--- config.mk ---
export PLATFORM = sky130hd
export DESIGN_NAME = mem_arbiter
export DESIGN_NICKNAME = d
export VERILOG_FILES = /design/src/rtl/mem_arb_pkg.sv /design/src/rtl/mem_arbiter.sv
export SDC_FILE = /design/constraint.sdc
export NUM_CORES = 1
export LEC_CHECK = 0
export CAP_MARGIN = 5
export CORE_ASPECT_RATIO = 0.7
export CORE_MARGIN = 4
export CORE_UTILIZATION = 28
export CTS_CLUSTER_SIZE = 25
export DETAILED_ROUTE_END_ITERATION = 16
export PLACE_DENSITY_LB_ADDON = 0.12
export SETUP_SLACK_MARGIN = 0.4
export SYNTH_ARGS = -nofsm -noshare
export SYNTH_HDL_FRONTEND = slang
export SYNTH_SLANG_ARGS = --single-unit
--- constraint.sdc ---
create_clock -name clk -period 1.7 [get_ports clk]
set_input_delay 0.51 -clock clk [delete_from_list [all_inputs] [get_ports clk]]
set_output_delay 0.51 -clock clk [all_outputs]
set_load 0.1 [all_outputs]
--- src/rtl/mem_arb_pkg.sv ---
// Shared types and constants for the unified main-memory arbiter.
package mem_arb_pkg;

  typedef enum logic {ARB_IDLE, ARB_BURST} arb_state_t;
  typedef enum logic {OWN_I, OWN_D} arb_owner_t;

  localparam int unsigned BEAT_BYTES = 4;
  localparam int unsigned BEAT_SHIFT = $clog2(BEAT_BYTES);

endpackage

--- src/rtl/mem_arbiter.sv ---
// Round-robin arbiter sharing one main-memory port between I-cache refills
// and D-cache refills/write-backs, one line-sized burst at a time.
module mem_arbiter
  import mem_arb_pkg::*;
#(
  parameter int unsigned ADDR_WIDTH = 32,
  parameter int unsigned DATA_WIDTH = 32,
  parameter int unsigned BURST_LEN  = 4
) (
  input  logic                  clk,
  input  logic                  rst,
  input  logic                  ic_req,
  input  logic [ADDR_WIDTH-1:0] ic_addr,
  output logic                  ic_gnt,
  output logic                  ic_rvalid,
  output logic [DATA_WIDTH-1:0] ic_rdata,
  output logic                  ic_done,
  input  logic                  dc_req,
  input  logic                  dc_we,
  input  logic [ADDR_WIDTH-1:0] dc_addr,
  input  logic [DATA_WIDTH-1:0] dc_wdata,
  output logic                  dc_gnt,
  output logic                  dc_wready,
  output logic                  dc_rvalid,
  output logic [DATA_WIDTH-1:0] dc_rdata,
  output logic                  dc_done,
  output logic                  mem_req,
  output logic                  mem_we,
  output logic [ADDR_WIDTH-1:0] mem_addr,
  output logic [DATA_WIDTH-1:0] mem_wdata,
  input  logic                  mem_ready,
  input  logic [DATA_WIDTH-1:0] mem_rdata
);

  localparam int unsigned CNT_W      = (BURST_LEN > 1) ? $clog2(BURST_LEN) : 1;
  localparam int unsigned LINE_BYTES = BURST_LEN * BEAT_BYTES;
  localparam logic [ADDR_WIDTH-1:0] LINE_MASK = ~ADDR_WIDTH'(LINE_BYTES - 1);
  localparam logic [CNT_W-1:0]      LAST_CNT  = CNT_W'(BURST_LEN - 1);

  arb_state_t            state, state_d;
  arb_owner_t            owner, last_owner, sel_owner;
  logic                  is_write;
  logic                  first;
  logic                  start;
  logic [ADDR_WIDTH-1:0] base;
  logic [CNT_W-1:0]      cnt;

  // State register.
  always_ff @(posedge clk) begin
    if (rst) state <= ARB_IDLE;
    else     state <= state_d;
  end

  // Burst context: owner, direction, aligned base, beat counter, grant flag.
  always_ff @(posedge clk) begin
    if (rst) begin
      owner      <= OWN_I;
      last_owner <= OWN_I;
      is_write   <= 1'b0;
      base       <= '0;
      cnt        <= '0;
      first      <= 1'b0;
    end else begin
      first <= start;
      if (start) begin
        owner      <= sel_owner;
        last_owner <= sel_owner;
        is_write   <= (sel_owner == OWN_D) && dc_we;
        base       <= ((sel_owner == OWN_D) ? dc_addr : ic_addr) & LINE_MASK;
        cnt        <= '0;
      end else if (state == ARB_BURST && mem_ready) begin
        cnt <= cnt + CNT_W'(1);
      end
    end
  end

  // Arbitration, next state and port outputs.
  always_comb begin
    state_d   = state;
    start     = 1'b0;
    sel_owner = OWN_I;
    ic_gnt    = 1'b0;
    ic_rvalid = 1'b0;
    ic_rdata  = mem_rdata;
    ic_done   = 1'b0;
    dc_gnt    = 1'b0;
    dc_wready = 1'b0;
    dc_rvalid = 1'b0;
    dc_rdata  = mem_rdata;
    dc_done   = 1'b0;
    mem_req   = 1'b0;
    mem_we    = 1'b0;
    mem_addr  = '0;
    mem_wdata = '0;

    case (state)
      ARB_IDLE: begin
        if (ic_req && dc_req) sel_owner = (last_owner == OWN_I) ? OWN_D : OWN_I;
        else if (dc_req)      sel_owner = OWN_D;
        else                  sel_owner = OWN_I;
        if (ic_req || dc_req) begin
          start   = 1'b1;
          state_d = ARB_BURST;
        end
      end
      ARB_BURST: begin
        mem_req   = 1'b1;
        mem_we    = is_write;
        mem_addr  = base + (ADDR_WIDTH'(cnt) << BEAT_SHIFT);
        mem_wdata = dc_wdata;
        if (owner == OWN_I) begin
          ic_gnt    = first;
          ic_rvalid = mem_ready && !is_write;
          ic_done   = mem_ready && (cnt == LAST_CNT);
        end else begin
          dc_gnt    = first;
          dc_rvalid = mem_ready && !is_write;
          dc_wready = mem_ready && is_write;
          dc_done   = mem_ready && (cnt == LAST_CNT);
        end
        if (mem_ready && (cnt == LAST_CNT)) state_d = ARB_IDLE;
      end
      default: state_d = ARB_IDLE;
    endcase
  end

endmodule

## After elaboration in Yosys (flattened, before gate mapping)

Cells that the tools add are included.

- Register bits after elaboration: 34
- Input bits: 134
- Output and inout port bits: 137
- Logic and storage cells: 46

- Add/sub/neg operators: 2
- Equality and inequality tests: 1
- Multiplexer cells: 27
- Bitwise gates (word level): 1
- Reductions and logical operators: 9

Operators with widths:

| cell | number |
|---|---|
| 32-bit two-way mux | 3 |
| 32-bit by 4-bit adder with 32-bit output | 1 |
| 1-bit two-way mux | 23 |
| 1-bit logical AND | 6 |
| 2-bit by 1-bit adder with 2-bit output, second input constant | 1 |
| 2-bit equality test, second input constant | 1 |
| 1-bit one-hot mux with 2 select lines | 1 |
| 2-bit OR reduction | 1 |
| 1-bit logical NOT | 1 |
| 1-bit logical OR | 1 |
| 1-bit inverter | 1 |

## Depth between registers and ports, before layout

Gate-level depths: netlist of run 1.

- Word-level depth: 4
- Depth in mapped cells: 6

## Least setup slack after synthesis of run 1

No wires, ideal clock.

- Kind: flip-flop to output port
- Start: register state
- End: output ic_done
- Arrival: 3.641 ns
- Data required time: 1.190 ns
- Setup slack: -2.451 ns
- Stages on the path, launching flop included: 4
- Buffers on the path: 2
- Cells stage by stage: dfxtp_1 buf_6 clkbuf_1 nor3b_1

- Cells in the longest elaborated chain, start to end: 1

Ends and longest elaborated chain:

| what | RTL line | source |
|---|---|---|
| start, declared | mem_arbiter.sv:40 | `arb_state_t state, state_d;` |
| start signal, assigned | mem_arbiter.sv:51 | `else state <= state_d;` |
| 1-bit two-way mux | mem_arbiter.sv:96 | `case (state)` |
| end, declared | mem_arbiter.sv:17 | `output logic ic_done,` |

No other way between the ends.

## Final worst setup path of run 1

- Start: register state
- End: output mem_wdata[13]

- Cells in the longest elaborated chain, start to end: 1

Ends and longest elaborated chain:

| what | RTL line | source |
|---|---|---|
| 32-bit two-way mux | mem_arbiter.sv:96 |  |
| end, declared | mem_arbiter.sv:30 | `output logic [DATA_WIDTH-1:0] mem_wdata,` |

No other way between the ends.

==> summary by stage, run 1 <==
Clock tree
The clock latency of the later-clocked register in the worst-skew pair is around 0.27 ns. The clock tree from TritonCTS is built. The H-tree was split into 2 levels.

The count of clock tree sinks is 34. After clock tree synthesis, the clock-pin slew on the worst setup and hold paths is 0.06 ns. The worst-case clock buffer depth is 2. The root buffer selected by CTS is sky130_fd_sc_hd__clkbuf_16. For this design, the CTS-stage hold fixing added 0 buffers. The number of clock buffers added by TritonCTS is 5.

Power
The proportion of total power due to net switching is between 40% and 50%. Summed over all nets, the switching power comes to approximately 2.0 mW. The relative contribution of the clock network to total power is approximately a fifth. Per report_power, the combinational group accounts for 60.1% of the total. IR analysis of the VDD net gives a maximum drop of approximately 0.36 mV. The reported leakage power is 2.43 nW. The power density of the placed cells is just over 800 nW/um^2. Per report_power, the sequential group accounts for 20.7% of the total. The internal power is approximately 2.7 mW. The total power is 4.70 mW.

Finish
In the layout the commonest cells are 83 x sky130_fd_sc_hd__buf_12, 63 x sky130_fd_sc_hd__and2_4, 57 x sky130_fd_sc_hd__clkdlybuf4s50_1, 29 x sky130_fd_sc_hd__dfxtp_1, 29 x sky130_fd_sc_hd__dlygate4sd2_1. The number of filler instances in the final layout is 624. From synthesis to final layout, the design area changed by 135%. The final non-filler cell total is 516. The library cell used most frequently in the layout, excluding fill and tap cells, is sky130_fd_sc_hd__buf_12. The number of nets in the layout is approximately 530. Cells with a size suffix above 1 make up 61.5% of the layout.

Yosys
Yosys printed 0 warnings. The area fraction of the dominant cell type after synthesis is 27.9%. The number of library cell types mapped by synthesis is 27. The cell accounting for the most synthesized area is sky130_fd_sc_hd__dfxtp_1.

The post-synth design cell area is 2440 um^2. In this run, synthesis produced a sequential element count of 34. The count of mapped cells out of synthesis is 270. Ranked by total cell area, the synthesized netlist is headed by sky130_fd_sc_hd__dfxtp_1 28%, sky130_fd_sc_hd__buf_4 21%, sky130_fd_sc_hd__and2_1 16%. Summing the sequential cell areas from Yosys gives approximately 28% of the chip area. Each instance of the synthesized netlist takes up on average 9.02 um^2.

GRT
The all-layer global routing usage is 15.9%. Entering global routing, the biggest net connects 32 pins. The number of global-route vias before repair is 2384. The initial antenna violation count was 1. The aggregate global routing overflow is 0. The first global-routing pass estimated 13.1 mm of wire.

STA
The tightest hold margin is 0.474 ns. Based on the critical path, the design can be clocked at up to 562 MHz. The final critical path takes up 105% of the cycle. Setup repair after global routing could not meet its margin everywhere. The final number of hold-violating endpoints was 0. The summed negative setup slack over all endpoints is -3.04 ns. The final count of pins violating max slew is 0. In the post-route analysis, the smallest setup slack over all paths is -0.0801 ns. The setup-violating endpoint count in the final report is 68.

The clock arrives with 0.00386 ns of skew. Subtracting the final worst setup slack from the clock period gives 1.78 ns.

Flow run
The tool flagged a number of max-cap violations equal to 0.

Detailed routing
The first-iteration detailed-routing DRC count is 31. The average wire length per cell after detail routing is roughly 17 um. The number of nets still failing antenna checks after routing is 0. The overall routed net length is approximately 8.9 mm. The number of iterations in the first detailed-routing pass is 2. The routed via count is 2257. In the routed design, unresolved DRC markers number 0.

Using the TritonRoute via totals, the vias-per-cell ratio works out to around 4.4.

Setup path
At the worst endpoint, the arrival time is between 1 and 1.5 ns. The worst setup path is captured at an output port. The critical path is of the reg2out type. STA classifies the critical path startpoint as a register. The required time of the critical path is 1.19 ns. The worst-path maximum fanout is 8.

Die
The vertical die dimension is between 80 and 90 um. The floorplan has 28 rows. The area of the placeable core is between 8000 and 9000 um^2. The number of I/O pins is 271. The starting utilization of the core area is 28.7%. The die covers between 10000 and 15000 um^2. The die is 119 um wide.

Placement
During placement, the flow inserted port buffers numbering 164. The final estimated routing congestion in global placement is 0.747. The worst slack at placement is -0.397 ns. Including well taps, the total number of placed cells is 488. The HPWL reported at the end of detailed placement is 6.44 mm.

Run status
The final reports fail on setup timing. The run finished, with violations left.

Min path
The worst min-delay path class is reg2reg.
through the flow:
stage | util [%] | area [um^2]
final | 67.7 | 5740
after floorplan | - | 2600
after global routing | 67.7 | 5740
after CTS | 61.3 | 5190
after global placement | 55.1 | 4670
after detailed placement | 55.1 | 4670
synthesized netlist by cell type (all sizes together):
| cell type | instances |
|---|---|
| xor2 | 1 |
| nand3b | 2 |
| o21ai | 1 |
| dfxtp | 34 |
| buf | 76 |
| inv | 2 |
| nand3 | 2 |
| nor3b | 1 |
| or3 | 1 |
| and3 | 1 |
| nor2b | 1 |
| and3b | 1 |
| and2 | 63 |
| ha | 1 |
| o2bb2ai | 29 |
| nor2 | 7 |
| nand2 | 6 |
| mux2i | 29 |
| clkbuf | 8 |
| nor3 | 3 |
| conb | 1 |
per-layer routing:
| metal | share of wire, % | track usage [%] | vias to the layer above |
|---|---|---|---|
| met5 | 0 | 0 | - |
| met4 | 0.32 | 1.66 | 0 |
| met3 | 8.9 | 7.32 | 7 |
| met2 | 52 | 27.9 | 92 |
| met1 | 39 | 18.5 | 1071 |
| li1 | - | - | 1087 |
critical path, stage by stage (launching register included):
cell and delay [ns]:
sky130_fd_sc_hd__dfxtp_4 0.36, sky130_fd_sc_hd__buf_4 0.16, sky130_fd_sc_hd__clkbuf_16 0.16, sky130_fd_sc_hd__and2_4 0.16, sky130_fd_sc_hd__buf_12 0.16
worst paths after layout:
kind	cells after the start	slack (ns)	startpoint	end
worst max-delay path	4	-0.08	state$_SDFF_PP0_	mem_wdata[13]
worst min-delay path	1	0.47	base[31]$_SDFFE_PP0P_	base[31]$_SDFFE_PP0P_
worst max register to register	7	0.01	state$_SDFF_PP0_	base[22]$_SDFFE_PP0P_
worst min register to register	1	0.47	base[31]$_SDFFE_PP0P_	base[31]$_SDFFE_PP0P_
final cells by class:
| class | instances | area (um^2) | share of cell area [%] |
|---|---|---|---|
| clock buffer | 6 | 139 | 2.42 |
| multi-input combinational | 151 | 1840 | 32.2 |
| tap | 120 | 150 | 2.62 |
| timing repair buffer | 200 | 2890 | 50.3 |
| clock inverter | 2 | 11.3 | 0.196 |
| sequential | 34 | 694 | 12.1 |
| antenna | 1 | 2.50 | 0.0436 |
| inverter | 2 | 7.51 | 0.131 |
power by group through the flow:
stage	clock network, mW	logic (mW)	registers [mW]
global route	0.968	2.93	0.982
CTS	0.922	2.54	0.957
global placement	0	2.32	0.962
finish	0.905	2.83	0.971
detailed placement	0	2.33	0.965
floorplan	0	2.10	0.959
timing repair:
action                     4_1_cts  5_1_grt
gates cloned                     3        3
buffers inserted                 7        6
pin swaps                       12       14
setup endpoints to repair      104      103
gates resized for setup        111       84
sequential cells by signal, summed over array words and instances (netlist names):
signal / count
first: 1
is_write: 1
last_owner: 1
state: 1
cnt: 2
base: 28
kinds of logic after synthesis:
logic type      count (synthesis)  share of synthesized area, %
fa+ha+maj                       1                         0.514
mux                            29                          11.9
compound gates                 30                          11.1
buf+inv                        86                          26.0
xor+xnor                        1                         0.360
flops                          34                          27.9
simple gates                   88                          22.0
other cells                     1                         0.154
No activity file was read; power rests on OpenSTA's default activity.
==> run 2, diff against run 1 <==
- CORE_AREA: unset -> 4 4 102 104
- CORE_ASPECT_RATIO: 0.7 -> unset
- CORE_MARGIN: 4 -> unset
- CORE_UTILIZATION: 28 -> unset
- CTS_CLUSTER_SIZE: 25 -> unset
- DIE_AREA: unset -> 0 0 106 108
- DONT_BUFFER_PORTS: unset -> 1
==> summary by stage, run 2 (synthesis results as in run 1) <==
Detailed routing
The vias per cell is 4.40. The detailed-route wire length on metal 1 is 3.05 mm. The overall routed net length is between 8 and 9 mm. Before antenna repair, the detailed router went through 3 iterations.

The routed wire length on met3 is 930 um. For this run, design rule violations remaining after detail routing come to 0. After detailed routing, the average wire length per cell comes to around 20 um. The number of nets still failing antenna checks after routing is 0.

The routed via count is 1849. The highest metal layer carrying signal wires in the routed design is met4. The routed design uses 4.45 mm of met2 wire. After the first detailed-routing iteration, the DRC count stood at 34.

Clock tree
TritonCTS built the clock tree. The clock passes through at most 2 buffers. The total number of H-tree levels is 2. Clock tree synthesis found a total of 34 sinks. The number of buffers inserted for hold repair after clock tree synthesis is 0.

Buffers inserted during clock tree synthesis total 5. The clock-pin slew on the worst setup and hold paths is 0.07 ns. For the worst-skew pair, the clock arrives at the later sink with an insertion delay of about 0.28 ns.

CTS placed an instance of sky130_fd_sc_hd__clkbuf_8 at the clock tree root.

GRT
The aggregate global routing overflow is 0. The initial antenna violation count was 0. The global-route wire length before repair is 12.3 mm. The largest net degree at the start of global routing is 29. Global routing consumed, over all layers together, 14.1% of the routing resources.

The number of global-route vias before repair is ~2000.

Die
In this run the horizontal extent of the chip is 106 um. The floorplan has 36 rows. The vertical die dimension is 108 um. After floorplanning, the core was sized to cover 9550 um^2. The number of I/O pins is approximately 270. The initial utilization of the core area, before any placement, comes to 25.5%. The floorplan step defined a die boundary enclosing 11400 um^2.

Power
The relative contribution of sequential cells to total power is 24.2%. The clock network burns 16.1% of the power. VDD sags by at most approximately 0.37 mV. Dividing total power by cell area gives a power density of 932 nW/um^2. The proportion of total power due to net switching is 45.8%. Power comes to ~3.9 mW. The reported leakage power is 1.77 nW.

The internal portion of the total power is 2.14 mW. The power share of the combinational group is 59.8%. The total net switching power is 1.81 mW.

Finish
Of the cells placed in the final design, the portion with a size suffix greater than 1 is 73.2%. The flip-flop count of the largest register, all copies and words added is 28. Compared with the post-synthesis result, the final layout area differs by 73.9%. Leaving out fill and tap cells, the most frequent cell in the layout is sky130_fd_sc_hd__buf_12.

The register with the most flip-flops in the final layout is base. At the end of the flow, the number of nets in the layout was 421. Excluding fillers, the count of instances in the completed layout stands at 420. The antenna diode instance count is 0. In the final layout, the registers with the most flip-flops are base x28, cnt x2. The top cell types in the final layout, fill and taps aside, are 73 x sky130_fd_sc_hd__buf_12, 52 x sky130_fd_sc_hd__and2_4, 30 x sky130_fd_sc_hd__dfxtp_1, 22 x sky130_fd_sc_hd__mux2i_1, 18 x sky130_fd_sc_hd__o2bb2ai_2.

Setup path
The slowest cell on the critical path is sky130_fd_sc_hd__dfxtp_4. The critical path is of the reg2out type. STA classifies the critical path startpoint as a register.

The delay of the slowest cell on the worst path is 0.41 ns. The type of element capturing the critical path is an output port. The worst reg-to-reg path cell count is 5. The signal on the critical path passes through buf_6, buf_8, and2_4. In this run the worst path has a maximum fanout of 6. The critical path data arrival time is between 1 and 1.5 ns.

At the worst endpoint, the required time is 1.19 ns.

STA
The final count of pins violating max slew came to 0. Derived from the worst setup path, the maximum achievable clock frequency is 558 MHz. After layout, the worst setup slack is -0.0908 ns. The setup-violating endpoint count in the final report is 64. After layout, the minimum clock period comes to 1.79 ns.

Setup repair after global routing could not meet its margin everywhere. Dividing the final minimum period by the clock period gives 105%. The final number of hold-violating endpoints is 0. The worst clock skew is 0.00424 ns.

Min path
The worst min-delay path class is in2reg. The hold-critical path depth is 1.

Placement
Buffers placed on the I/O ports in this run total 0. The congestion estimate from routability-driven global placement came to 0.702. Counting tap cells, the placed design contains a total of 399 instances. After legalization and detailed placement, the total HPWL measured 6.04 mm.

Flow run
The number of max-cap violations is 0.

Run status
The checks that failed: setup timing. The run finished, with violations left.
## run 2: final timing paths
path,to,slack (ns),from
setup / recovery,mem_addr[2],-0.09,state$_SDFF_PP0_
hold / removal,cnt[1]$_SDFFE_PP0P_,0.29,rst
setup reg to reg,base[12]$_SDFFE_PP0P_,0.15,state$_SDFF_PP0_
hold reg to reg,base[27]$_SDFFE_PP0P_,0.47,base[27]$_SDFFE_PP0P_
## run 2: area by class of cell
cell class,instances,area [um^2]
clock buffer,7,86.3
clock inverter,1,5.00
fill,927,5310
inverter,2,7.51
multi-input combinational,151,1560
sequential,34,688
tap,133,166
timing repair buffer,92,1720
## run 2: worst max-delay path: cells and delay by family, from the launching register on
kind,cells,cell delay (ns)
buffers and inverters,2,0.26
and+or+nand+nor,1,0.33
DFF,1,0.41
## run 2: stage by stage
step	hold slack (ns)	setup slack [ns]	utilization (%)	instance area [um^2]	TNS, ns
after detailed placement	0.438	0.125	37.7	3600	0
after CTS	0.282	-0.107	42.3	4040	-3.39
after floorplan	0.424	-0.500	-	2600	-14.83
after global placement	0.436	0.122	37.7	3600	0
after global routing	0.275	-0.158	44.4	4240	-6.83
final	0.293	-0.0908	44.4	4240	-1.99
## run 2: layer usage
layer / track usage [%] / vias to the layer above
met4: 4.26 / 0
met1: 15.4 / 862
met3: 6.27 / 17
met2: 24.9 / 109
met5: 0 / -
li1: - / 861
## run 2: power by group through the flow
stage	logic [mW]	clock network [mW]	registers, mW
finish	2.36	0.634	0.954
detailed placement	2.06	0	0.963
CTS	2.28	0.669	0.944
floorplan	2.10	0	0.959
global route	2.43	0.704	0.967
global placement	2.06	0	0.962
## run 2: what timing repair did
item,4_1_cts,5_1_grt
cloned,5,0
pin swaps,10,10
gates resized for setup,61,45
endpoints found under the setup margin,102,102
setup buffers,6,2
==> run 3, diff against run 2 <==
--- a/config.mk
+++ b/config.mk
@@ -8,7 +8,7 @@
 export CAP_MARGIN = 5
-export CORE_AREA = 4 4 102 104
+export CORE_ASPECT_RATIO = 0.7
+export CORE_MARGIN = 4
+export CORE_UTILIZATION = 28
 export DETAILED_ROUTE_END_ITERATION = 16
-export DIE_AREA = 0 0 106 108
-export DONT_BUFFER_PORTS = 1
-export PLACE_DENSITY_LB_ADDON = 0.12
+export PLACE_DENSITY = 0.83
 export SETUP_SLACK_MARGIN = 0.4
==> constraint.sdc (replaced) <==
create_clock -name clk -period 1.7 [get_ports clk]
set_input_delay 0.34 -clock clk [delete_from_list [all_inputs] [get_ports clk]]
set_output_delay 0.34 -clock clk [all_outputs]
set_load 0.1 [all_outputs]
==> summary by stage, run 3 (synthesis results as in run 1) <==
Detailed routing
The number of iterations in the first detailed-routing pass is 4. After detailed routing, the number of remaining DRC violations is 0. Wires add up to 9.59 mm.

The number of nets still failing antenna checks after routing is 0. After detailed routing, the average wire length per cell comes to 18.7 um. After the first detailed-routing iteration, the DRC count stood at 54. The routed via count is 2282. The vias per cell is 4.46.

Setup path
The most numerous cell type found on the critical path is sky130_fd_sc_hd__buf_12. The worst setup path is captured at an output port. STA classifies the critical path startpoint as a register.

The critical path data arrival time is around 1.3 ns. The kind of cell adding the most delay to the critical path is buffers and inverters. The origin of the worst setup path is state$_SDFF_PP0_. The type of the worst setup path is reg2out. The delay of the slowest cell on the worst path is just under 0.4 ns. The startpoint identified for the worst register-to-register timing path is state$_SDFF_PP0_. The slowest cell on the critical path is sky130_fd_sc_hd__dfxtp_4.

Traced cell by cell, the critical path runs through buf_12, clkbuf_16, and2_4, buf_12. For flop-to-flop paths, the worst setup slack is 0.17 ns. The required time of the critical path is between 1 and 1.5 ns. The number of buffers and inverters on the critical path is 3. Along the worst path, the maximum fanout reaches 7.

Finish
Leaving out fill and tap cells, the most frequent cell in the layout is sky130_fd_sc_hd__clkdlybuf4s50_1. Counting flops per register, the top entry is base. Leaving out fill and tap cells, the most frequent cells in the layout are 92 x sky130_fd_sc_hd__clkdlybuf4s50_1, 80 x sky130_fd_sc_hd__buf_12, 62 x sky130_fd_sc_hd__and2_4, 29 x sky130_fd_sc_hd__dfxtp_1, 23 x sky130_fd_sc_hd__mux2i_1. Cells with a size suffix above 1 make up 53.1% of the layout. In the final layout, the registers with the most flip-flops are base x28, cnt x2. The number of nets in the layout is 527. The final design instance area without fill is around 5400 um^2.

The relative area change from synthesis to final layout is 120%. The repair_antennas step left the layout with diodes totalling 0. The register with the most flip-flops in the layout has 28 of them.

Die
The core region is 8480 um^2. The die is 119 um wide. After floorplanning, the core was divided into 28 placement rows. The starting utilization of the core area is between 20 and 30%. The die covers 10300 um^2. The vertical die dimension is 86.0 um. The number of I/O pins is 271.

Clock tree
The worst-case clock buffer depth is 2. At the later pin of the worst-skew pair, clock insertion delay measures 0.27 ns. The number of hold buffers added after CTS was 0. CTS saw 34 sinks.

TritonCTS built the clock tree. The root buffer selected by CTS is sky130_fd_sc_hd__clkbuf_16. Clock-pin slew was measured on the worst setup and hold paths at 0.05 ns. The H-tree generated during clock tree synthesis spans 2 levels. The number of buffers created by CTS is 5.

GRT
The initial antenna violation count is 0. The largest net degree at the start of global routing is 32. The aggregate global routing overflow is 0. The number of global-route vias before repair is 2442.

The all-layer global routing usage is 15.7%. The first global-routing pass estimated between 10 and 15 mm of wire.

Placement
The final estimated routing congestion in global placement is 0.683. The HPWL reported at the end of detailed placement is between 6 and 7 mm. Once placement finished, the instance area stood at about 4600 um^2. The worst slack at placement is -0.0628 ns. The quantity of I/O buffers inserted on ports is 164.

STA
The summed negative setup slack over all endpoints is 0 ns. The post-route clock period utilization is 96.4%. The final number of hold-violating endpoints is 0. The worst clock skew is 0.00413 ns.

Derived from the worst setup path, the maximum achievable clock frequency is 610 MHz. The clock period minus worst slack is between 1.5 and 2 ns. The final count of pins violating max slew is 0.

Setup violations remaining at the end of the flow were counted as 0. Setup repair after global routing could not meet its margin everywhere. The worst-case setup margin in the final layout is roughly 0.061 ns.

Min path
The worst min-delay path class is reg2reg. The worst hold path begins at base[4]$_SDFFE_PP0P_.

Power
In this run the static leakage power is 2.25 nW. The power density of the placed cells is 845 nW/um^2. The total power is 4.53 mW. Across the VDD grid, the largest voltage drop is 0.451 mV.

Flow run
The number of max-cap violations is 0.

Run status
The run finished with clean final reports.
## run 3: cell count changes in the layout (fill, tap and decap cells not counted), sizes merged
cell / before / now
clkbuf: 7 / 16
dlygate4sd2: 0 / 1
clkdlybuf4s50: 0 / 92
clkinv: 1 / 0
buf: 92 / 96
## run 3: layout make-up
cell class | instances | area, um^2
timing repair buffer | 198 | 2930
clock buffer | 7 | 133
sequential | 34 | 692
inverter | 2 | 7.51
fill | 644 | 3110
multi-input combinational | 151 | 1460
tap | 120 | 150
## run 3: report_power, final
group          leakage [nW]  switching [mW]  internal, mW  total (mW)
clock                0.0640           0.314         0.535       0.849
combinational          1.90            1.49          1.24        2.73
sequential            0.283          0.0672         0.888       0.955
## run 3: worst paths after layout
path | endpoint | cells past startpoint
worst max-delay path | mem_addr[22] | 4
worst min-delay path | base[4]$_SDFFE_PP0P_ | 1
worst max register to register | base[11]$_SDFFE_PP0P_ | 7
worst min register to register | base[4]$_SDFFE_PP0P_ | 1
## run 3: metrics by stage
step | instances | utilization (%) | hold WS (ns)
after CTS | 498 | 58.6 | 0.462
after detailed placement | 482 | 54.4 | 0.440
after global routing | 512 | 63.3 | 0.475
final | 512 | 63.3 | 0.464
after global placement | 482 | 54.4 | 0.436
after floorplan | 271 | - | 0.412
## run 3: layer usage
metal / wire length [um] / up-vias / global-route usage, %
met5: 0 / - / 0
met4: 112 / 0 / 3.12
met3: 733 / 16 / 7.12
met2: 4950 / 104 / 28.5
met1: 3790 / 1086 / 17.2
li1: - / 1076 / -
## run 3: worst reg2reg max path, stage by stage, from the launching register on
cell and delay [ns]:
sky130_fd_sc_hd__dfxtp_4 0.37, sky130_fd_sc_hd__buf_12 0.16, sky130_fd_sc_hd__clkbuf_16 0.16, sky130_fd_sc_hd__nor2b_4 0.15, sky130_fd_sc_hd__nand2_4 0.12, sky130_fd_sc_hd__buf_12 0.18, sky130_fd_sc_hd__mux2i_2 0.20, sky130_fd_sc_hd__o2bb2ai_1 0.08
## run 3: timing repair
action / in CTS / in global routing
resized for setup: 63 / 36
cloned: 0 / 11
pin swaps: 5 / 31
setup buffers: 9 / 3
endpoints found under the setup margin: 102 / 102
